`src/rtl/alu_pkg.sv`:
```
// alu_pkg: shared types and constants for the pipelined Hack-style ALU.
// Optional feature macro: ALU_PIPE_CARRY_EN (adds carry/overflow flags).
package alu_pkg;

  // Default operand/result width.
  localparam int ALU_WIDTH_DEFAULT = 16;

  // Values of the functioncode control bit.
  localparam logic FN_AND = 1'b0;
  localparam logic FN_ADD = 1'b1;

  // The six Hack ALU control bits. The first field is the MSB, so a literal
  // such as 6'b000010 reads in the same order as the classic truth table.
  typedef struct packed {
    logic zerox;
    logic negx;
    logic zeroy;
    logic negy;
    logic functioncode;
    logic neg_out;
  } alu_ctrl_t;

endpackage

```
`src/rtl/alu_core.sv`:
```
// alu_core: combinational output side of the ALU. It selects AND or ADD on
// the pre-processed operands, applies neg_out and derives the status flags
// from the final result.
// Optional feature macro: ALU_PIPE_CARRY_EN (adds out_carry / out_ovf).
module alu_core
  import alu_pkg::*;
#(
  parameter int WIDTH = ALU_WIDTH_DEFAULT
) (
  input  logic [WIDTH-1:0] a,
  input  logic [WIDTH-1:0] b,
  input  logic             functioncode,
  input  logic             neg_out,
  output logic [WIDTH-1:0] out,
  output logic             out_zero,
  output logic             out_neg
`ifdef ALU_PIPE_CARRY_EN
  ,
  output logic             out_carry,
  output logic             out_ovf
`endif
);

  logic [WIDTH-1:0] sum;
  logic [WIDTH-1:0] r;

`ifdef ALU_PIPE_CARRY_EN
  // One extra bit on the adder keeps the carry-out at bit WIDTH.
  logic [WIDTH:0] sum_wide;

  assign sum_wide = {1'b0, a} + {1'b0, b};
  assign sum      = sum_wide[WIDTH-1:0];

  // Carry and overflow describe the raw sum, before neg_out, and only for ADD.
  always_comb begin
    out_carry = 1'b0;
    out_ovf   = 1'b0;
    if (functioncode == FN_ADD) begin
      out_carry = sum_wide[WIDTH];
      out_ovf   = (a[WIDTH-1] == b[WIDTH-1]) && (sum[WIDTH-1] != a[WIDTH-1]);
    end
  end
`else
  // Plain modular add; the carry-out is simply dropped.
  assign sum = a + b;
`endif

  // Function select and output inversion.
  always_comb begin
    r = a & b;
    if (functioncode == FN_ADD) begin
      r = sum;
    end
    out = neg_out ? ~r : r;
  end

  // Status flags come from the final (possibly inverted) result.
  assign out_zero = (out == '0);
  assign out_neg  = out[WIDTH-1];

endmodule

```
`src/rtl/alu_pipe.sv`:
```
// alu_pipe: two-stage pipelined Hack-style ALU with valid/ready handshakes
// on both sides. S1 holds pre-processed operands, S2 holds the result and
// its status flags. At most two operations are in flight.
// Optional feature macro: ALU_PIPE_CARRY_EN (adds out_carry / out_ovf).
module alu_pipe
  import alu_pkg::*;
#(
  parameter int WIDTH = ALU_WIDTH_DEFAULT
) (
  input  logic             clk,
  input  logic             rst_n,
  input  logic             in_valid,
  output logic             in_ready,
  input  logic [WIDTH-1:0] x,
  input  logic [WIDTH-1:0] y,
  input  logic             zerox,
  input  logic             negx,
  input  logic             zeroy,
  input  logic             negy,
  input  logic             functioncode,
  input  logic             neg_out,
  output logic             out_valid,
  input  logic             out_ready,
  output logic [WIDTH-1:0] out,
  output logic             out_zero,
  output logic             out_neg
`ifdef ALU_PIPE_CARRY_EN
  ,
  output logic             out_carry,
  output logic             out_ovf
`endif
);

  // Handshake: a transfer happens on a rising edge where valid && ready is
  // high on that side. Payload and control are captured only on a transfer.
  // in_ready depends only on pipe state and out_ready, never on in_valid,
  // and out payload is held stable while out_valid && !out_ready.

  alu_ctrl_t        in_ctrl;
  logic [WIDTH-1:0] a_pre;
  logic [WIDTH-1:0] b_pre;

  // Stage 1 state.
  logic             s1_valid;
  logic [WIDTH-1:0] s1_a;
  logic [WIDTH-1:0] s1_b;
  logic             s1_fn;
  logic             s1_neg_out;

  // Advance controls.
  logic             s2_take;
  logic             s1_take;

  // Combinational results of the output side, registered into S2.
  logic [WIDTH-1:0] core_out;
  logic             core_zero;
  logic             core_neg;
`ifdef ALU_PIPE_CARRY_EN
  logic             core_carry;
  logic             core_ovf;
`endif

  assign in_ctrl = '{
    zerox:        zerox,
    negx:         negx,
    zeroy:        zeroy,
    negy:         negy,
    functioncode: functioncode,
    neg_out:      neg_out
  };

  // Operand pre-processing: zeroing first, then inversion, so zero+invert
  // yields all ones.
  always_comb begin
    a_pre = in_ctrl.zerox ? '0 : x;
    if (in_ctrl.negx) begin
      a_pre = ~a_pre;
    end
    b_pre = in_ctrl.zeroy ? '0 : y;
    if (in_ctrl.negy) begin
      b_pre = ~b_pre;
    end
  end

  // A stage may load when it is empty or its occupant leaves this cycle.
  assign s2_take  = !out_valid || out_ready;
  assign s1_take  = !s1_valid || s2_take;
  assign in_ready = s1_take;

  // Stage 1 register: captures the pre-processed operands on input transfer.
  always_ff @(posedge clk) begin
    if (!rst_n) begin
      s1_valid   <= 1'b0;
      s1_a       <= '0;
      s1_b       <= '0;
      s1_fn      <= FN_AND;
      s1_neg_out <= 1'b0;
    end else if (s1_take) begin
      s1_valid <= in_valid;
      if (in_valid) begin
        s1_a       <= a_pre;
        s1_b       <= b_pre;
        s1_fn      <= in_ctrl.functioncode;
        s1_neg_out <= in_ctrl.neg_out;
      end
    end
  end

  alu_core #(
    .WIDTH(WIDTH)
  ) u_core (
    .a            (s1_a),
    .b            (s1_b),
    .functioncode (s1_fn),
    .neg_out      (s1_neg_out),
    .out          (core_out),
    .out_zero     (core_zero),
    .out_neg      (core_neg)
`ifdef ALU_PIPE_CARRY_EN
    ,
    .out_carry    (core_carry),
    .out_ovf      (core_ovf)
`endif
  );

  // Stage 2 register: takes the S1 result whenever S2 is free to advance.
  always_ff @(posedge clk) begin
    if (!rst_n) begin
      out_valid <= 1'b0;
      out       <= '0;
      out_zero  <= 1'b0;
      out_neg   <= 1'b0;
    end else if (s2_take) begin
      out_valid <= s1_valid;
      if (s1_valid) begin
        out      <= core_out;
        out_zero <= core_zero;
        out_neg  <= core_neg;
      end
    end
  end

`ifdef ALU_PIPE_CARRY_EN
  // Carry/overflow flags travel with the S2 result.
  always_ff @(posedge clk) begin
    if (!rst_n) begin
      out_carry <= 1'b0;
      out_ovf   <= 1'b0;
    end else if (s2_take && s1_valid) begin
      out_carry <= core_carry;
      out_ovf   <= core_ovf;
    end
  end
`endif

endmodule

```
`config.mk`:
```
export PLATFORM = sky130hd
export DESIGN_NAME = alu_pipe
export DESIGN_NICKNAME = d
export VERILOG_FILES = /design/src/rtl/alu_pkg.sv /design/src/rtl/alu_core.sv /design/src/rtl/alu_pipe.sv
export SDC_FILE = /design/constraint.sdc
export NUM_CORES = 1
export LEC_CHECK = 0
export BUFFER_PORTS_ARGS = -buffer_cell sky130_fd_sc_hd__buf_4
export CORE_MARGIN = 2
export CORE_UTILIZATION = 50
export CTS_CLUSTER_SIZE = 16
export DETAILED_ROUTE_END_ITERATION = 10
export PLACE_DENSITY = 0.72
export SETUP_SLACK_MARGIN = 0.05
export SYNTH_ARGS = -nofsm -noshare
export SYNTH_HDL_FRONTEND = slang
export SYNTH_SLANG_ARGS = --single-unit
```
`constraint.sdc`:
```
create_clock -name clk -period 3.38 [get_ports clk]
set_input_delay 0.676 -clock clk [delete_from_list [all_inputs] [get_ports clk]]
set_output_delay 0.676 -clock clk [all_outputs]
set_load 0.01 [all_outputs]
```
==> impl_metrics.ini, run 1 <==
[power_and_ir_drop]
p_switching_uw = 454
vdd_ir_drop_max_mv = 0.173
p_int_mw = 1.05
leakage_nw = 1.98
power.density_nw_per_um2 = 358
power_frac_comb_pct = 28.7
power_frac_seq_pct = 46.8
power_mw = 1.50
swShare_pct = 30.3
clock_power_share_pct = 24.5

[sta]
fin_setup_tns_ps = 0
hold_viol = 0
slew_headroom_pct = 28.3
finalSetupViolations = 0
timing.final.crit_share_pct = 82.6
rsz0062_at_grt = false
fmax_mhz = 358
tightest_slew_ps = 1080
finClkSkew_ps = 4.56
whs_ps = 472
final_max_slew_viol_count = 0
min_period_ps = 2790

[layout]
syn_to_final_growth_pct = 15.3
multiInputGateArea_sq_um = 2430
n_antenna_cell = 0
fin_nets = 526
n_fill_cell = 706
seq_area_sq_um = 1060
drive_above_1_share_pct = 16.7

[route]
drc = 0
first_pass_iters = 5
vias = 2931
viasPerCell = 5.18
routed_wl_um = 6940
ant_nets = 0
drt_iter0_markers = 175
wl_per_cell_um = 12.3

[clock_tree]
cts.sinks = 53
cts_resized = 0
cts_tree = built
cts_buffers = 5
clock_path_buffers = 2
cts_hold_buf = 0
cts_max_level = 2
clock_latency_ps = 310
clock-root-buffer = clkbuf_8
clkTransAtPathRegs_ps = 90
cts_setup_buffers = 0

[yosys]
synthCells = 429
yosys-top-cells-area = dfxtp_1, xnor2_1, o211a_1
yosysTopAreaCellShare_pct = 29.2
synth_seq_cells = 53
synth_area_sq_um = 3630
yosysMostFrequentCell = nand2_1
async_flop_share_pct = 0
synthTopCellsByCount = nand2_1, dfxtp_1, xnor2_1
netlist.top_cell.by_area = dfxtp_1
synth_warnings = 0
yosysUniqueCellTypes = 50
synth-edff-count = 0
synth_fp_nets = 488
syn_area_per_cell_sq_um = 8.47
synth_flop_cell = dfxtp_1
ys_seq_area_share_pct = 29.2

[critical_path]
critPathLaunchType = flip-flop
crit_type = flip-flop to flip-flop
cp_num_buf_inv = 0
crit_chain = ha_1 -> a21o_1 -> a31o_1 -> and2_1 -> o31ai_1 -> nand4_1 -> o311a_1 -> nor4b_1 -> mux2i_1 -> o21ai_1
cp_slowest_cell = o31ai_1
cp-end-kind = flip-flop
critPathTopFamily = compound AO/OA/AOI/OAI gates
cp_max_fo = 7
required_ps = 3630
cp.arrival_ps = 3040
cpPeakStageDelay_ps = 460

[grt]
grt_pass1_wl_um = 11900
grt_max_degree = 67
antenna_found_initial = 0
grt-ovfl-total = 0
grt_pass1_vias = 2657
track_usage_pct = 18.6

[floorplanning]
core_area_sq_um = 7140
ioPinCount = 62
num_rows = 31
dieWidth_um = 89.2
fp.dieArea_sq_um = 7960
initial_core_util_pct = 50.9
chipHeight_um = 89.2

[worst_hold_path]
hold_path_class = flip-flop to flip-flop

[job]
max-cap-violations = 0

[placement]
portBuffers = 61
gp_congestion = 0.827
hpwl_um = 5400

[status]
status = finished, final reports clean
-- cells by family (layout without fill, tap and decap cells) --
logic type | after synthesis | after routing | share of synthesized area (%)
DFF | 53 | 53 | 29.2
buffers and inverters | 35 | 73 | 3.96
and+or+nand+nor | 155 | 155 | 22.4
adders and majority gates | 17 | 17 | 6.06
muxes | 17 | 17 | 5.10
xor gates and xnor gates | 56 | 56 | 13.5
AOI/OAI and AO/OA | 96 | 96 | 19.8
-- stage by stage --
stage                     utilization, %  setup slack [ps]  area [sq um]  std cells
after global routing                58.7               381          4190        566
after CTS                           58.7               601          4190        566
after detailed placement            57.4               622          4100        559
final                               58.7               588          4190        566
after floorplan                        -               882          3630        429
after global placement              57.4               677          4100        559
-- area by class of cell --
cell class / instances / area share [%]
multi-input cells: 341 / 58.0
flip-flops and latches: 53 / 25.3
repair buffers: 63 / 11.3
well taps: 99 / 2.96
clock buffers: 6 / 1.97
inverters: 3 / 0.269
clock inverters: 1 / 0.179
-- registers in the layout (all words and copies together), names as in the netlist --
name        cells
out            16
s1_a           16
s1_b           16
out_valid       1
out_zero        1
s1_fn           1
s1_neg_out      1
s1_valid        1
-- cells in the final DEF (no fill, tap or decap), types with 2 or more instances in the layout --
| master | Yosys | final |
|---|---|---|
| o21ai_1 | 6 | 6 |
| o31ai_1 | 2 | 2 |
| a21oi_1 | 14 | 14 |
| nor2_1 | 8 | 8 |
| a211oi_1 | 2 | 2 |
| inv_1 | 3 | 3 |
| o211ai_1 | 2 | 2 |
| a21o_1 | 4 | 4 |
| o21ai_0 | 20 | 20 |
| mux2i_1 | 14 | 14 |
| o41ai_1 | 2 | 2 |
| nand2b_1 | 5 | 5 |
| xnor2_1 | 39 | 39 |
| nand2_1 | 60 | 60 |
| buf_4 | 1 | 63 |
| nor2b_1 | 38 | 38 |
| clkbuf_8 | 0 | 6 |
| and2_1 | 17 | 17 |
| dfxtp_1 | 53 | 53 |
| nor3_1 | 6 | 6 |
| o211a_1 | 32 | 32 |
| xor2_1 | 17 | 17 |
| nand3_1 | 4 | 4 |
| mux2_2 | 2 | 2 |
| ha_1 | 16 | 16 |
| and4b_1 | 2 | 2 |
| a31oi_1 | 3 | 3 |
| o21a_1 | 2 | 2 |
| nand4_1 | 6 | 6 |
-- path summary, 6_finish.rpt --
check	from	endpoint	slack (ps)	cells after the start
min reg2reg	out_zero$_SDFFE_PN0P_	out_zero$_SDFFE_PN0P_	470	2
min	out_zero$_SDFFE_PN0P_	out_zero$_SDFFE_PN0P_	470	2
max	s1_a[7]$_SDFFE_PN0P_	out_zero$_SDFFE_PN0P_	590	10
max reg2reg	s1_a[7]$_SDFFE_PN0P_	out_zero$_SDFFE_PN0P_	590	10
-- worst register-to-register path, delay by kind of cell (launching register included) --
family,cells,cell delay (ps)
AO/OA/AOI/OAI,5,1230
adder cells (fa/ha/maj),1,390
AND/OR/NAND/NOR,3,640
multiplexers,1,140
flip-flops,1,320
-- power by group through the flow --
stage	registers (mW)	clock network, mW	logic [mW]
2_1_floorplan	0.707	0	0.332
5_1_grt	0.708	0.404	0.486
3_5_place_dp	0.717	0	0.432
6_report	0.702	0.367	0.431
4_1_cts	0.702	0.378	0.434
3_3_place_gp	0.714	0	0.429
-- routing by layer --
metal  track usage, %  part of all wire, %  vias up
li1                 -                    -     1558
met1             25.0                   51     1304
met2             30.8                   44       63
met3             3.42                  4.1        6
met4             5.02                  1.1        0
met5                0                    0        -
(Power assumes the default switching activity.)
==> run 2: changes to the inputs <==
PLACE_DENSITY = 0.75   (was 0.72)
clock period = 2.45 ns   (was 3.38 ns; I/O delays follow)
==> impl_metrics.ini, run 2 (synthesis gave the netlist of run 1 again) <==
[status]
status = complete, but fails checks
violations = setup timing

[critical_path]
cp.arrival_ps = 2820
cp_max_fo = 3
crit_chain = ha_4 -> fa_2 -> a21oi_4 -> o211ai_1 -> a211o_1 -> a31oi_2 -> xnor2_1 -> mux2i_1 -> buf_4 -> mux2i_1 -> o21ai_1
critPathTopFamily = compound AO/OA/AOI/OAI gates
cpPeakStageDelay_ps = 380
cp-end-kind = flip-flop
critPathMostFrequentCell = mux2i_1
cp_num_buf_inv = 1
crit_type = flip-flop to flip-flop
cp_slowest_cell = fa_2
critPathLaunchType = flip-flop
required_ps = 2650

[route]
routed_wl_um = 7840
vias = 3073
viasPerCell = 5.10
wl_per_cell_um = 13.0
first_pass_iters = 5
drt_iter0_markers = 125
drc = 0
ant_nets = 0

[layout]
n_antenna_cell = 0
fin_nets = 561
layout_commonest_cell = buf_4
syn_to_final_growth_pct = 29.9
final_area_sq_um = 4720
final_core_util_pct = 66.1
largestRegisters = out (16), s1_a (16), s1_b (16)
drive_above_1_share_pct = 30.4
layout_common_cells = buf_4, nand2_1, dfxtp_1
n_fill_cell = 629

[sta]
slew_headroom_pct = 62.7
tightest_slew_ps = 558
finalSetupViolations = 4
final_max_slew_viol_count = 0
timing.final.crit_share_pct = 107
fmax_mhz = 382
fin_ws_ps = -168
rsz0062_at_grt = true
hold_viol = 0
finClkSkew_ps = 8.51
min_period_ps = 2620

[clock_tree]
clock-root-buffer = clkbuf_8
cts_hold_buf = 0
clock_latency_ps = 310
cts_buffers = 5
clock_path_buffers = 2
cts.sinks = 53
cts_max_level = 2
cts_tree = built
clkTransAtPathRegs_ps = 100

[power_and_ir_drop]
swShare_pct = 29.6
clock_power_share_pct = 26.9
power_frac_seq_pct = 41.8
power.density_nw_per_um2 = 494
vdd_ir_drop_max_mv = 0.276
leakage_nw = 2.18
power_frac_comb_pct = 31.4
p_switching_uw = 690
p_int_mw = 1.64

[floorplanning]
ioPinCount = 62
initial_core_util_pct = 50.9
chipHeight_um = 89.2
dieWidth_um = 89.2
core_area_sq_um = 7140
fp.dieArea_sq_um = 7960
num_rows = 31

[grt]
track_usage_pct = 20.3
antenna_found_initial = 0
grt_max_degree = 55
grt_pass1_vias = 2835
grt_pass1_wl_um = 12900
grt-ovfl-total = 0

[placement]
hpwl_um = 5770
gp_congestion = 0.820
placed_area_sq_um = 4370
portBuffers = 61

[job]
max-cap-violations = 0

[worst_hold_path]
hold_path_class = input port to flip-flop
-- run 2: changes by cell type in the layout (fill, tap and decap cells not counted), sizes merged --
cell / delta
buf: +35
bufinv: +1
-- run 2: area by class of cell --
class                           instances  area [sq um]  area share (%)
Timing Repair Buffer                   98           752            15.9
Tap cell                               99           124            2.62
Clock buffer                            6          82.6            1.75
Sequential cell                        53          1080            22.8
Inverter                                3          11.3           0.239
Multi-Input combinational cell        341          2640            55.8
Clock inverter                          2          37.5           0.795
-- run 2: tightest hold or removal path, cell delays in order --
cell     delay (ps)
buf_4            80
a21oi_1          30
nor2b_1         100
-- run 2: metrics by stage --
| step | setup slack [ps] | hold slack [ps] | instances | TNS (ps) | total power [mW] |
|---|---|---|---|---|---|
| 3_3_place_gp | -47.4 | 458 | 590 | -47.4 | 1.64 |
| 6_report | -168 | 433 | 602 | -405 | 2.33 |
| 3_5_place_dp | -125 | 463 | 590 | -352 | 1.66 |
| 2_1_floorplan | 41.4 | 476 | 429 | 0 | 1.44 |
| 4_1_cts | -90.8 | 443 | 601 | -169 | 2.31 |
| 5_1_grt | -263 | 464 | 602 | -1020 | 2.47 |
-- run 2: final timing paths --
check,from,end,slack (ps),cells after the start
setup / recovery,s1_a[0]$_SDFFE_PN0P_,out_zero$_SDFFE_PN0P_,-170,11
hold / removal,in_valid,s1_valid$_SDFFE_PN0N_,430,3
hold reg to reg,out_zero$_SDFFE_PN0P_,out_zero$_SDFFE_PN0P_,470,2
setup reg to reg,s1_a[0]$_SDFFE_PN0P_,out_zero$_SDFFE_PN0P_,-170,11
-- run 2: per-layer routing --
layer	part of all wire, %	vias up	track usage [%]	wire, um
li1	-	1634	-	-
met1	47	1353	25.9	3700
met2	47	76	35.3	3700
met3	4.2	10	3.51	330
met4	1.5	0	5.16	116
met5	0	-	0	0
-- run 2: power by group through the flow --
stage | sequential, mW | clock [mW] | combinational [mW]
2_1_floorplan | 0.977 | 0 | 0.463
3_3_place_gp | 0.983 | 0 | 0.661
3_5_place_dp | 0.986 | 0 | 0.671
4_1_cts | 0.972 | 0.636 | 0.699
5_1_grt | 0.982 | 0.676 | 0.812
6_report | 0.974 | 0.626 | 0.731
-- run 2: repair_timing --
item,CTS,global route
pin swaps,13,9
setup buffers,3,3
resized for setup,20,24
endpoints found under the setup margin,8,11
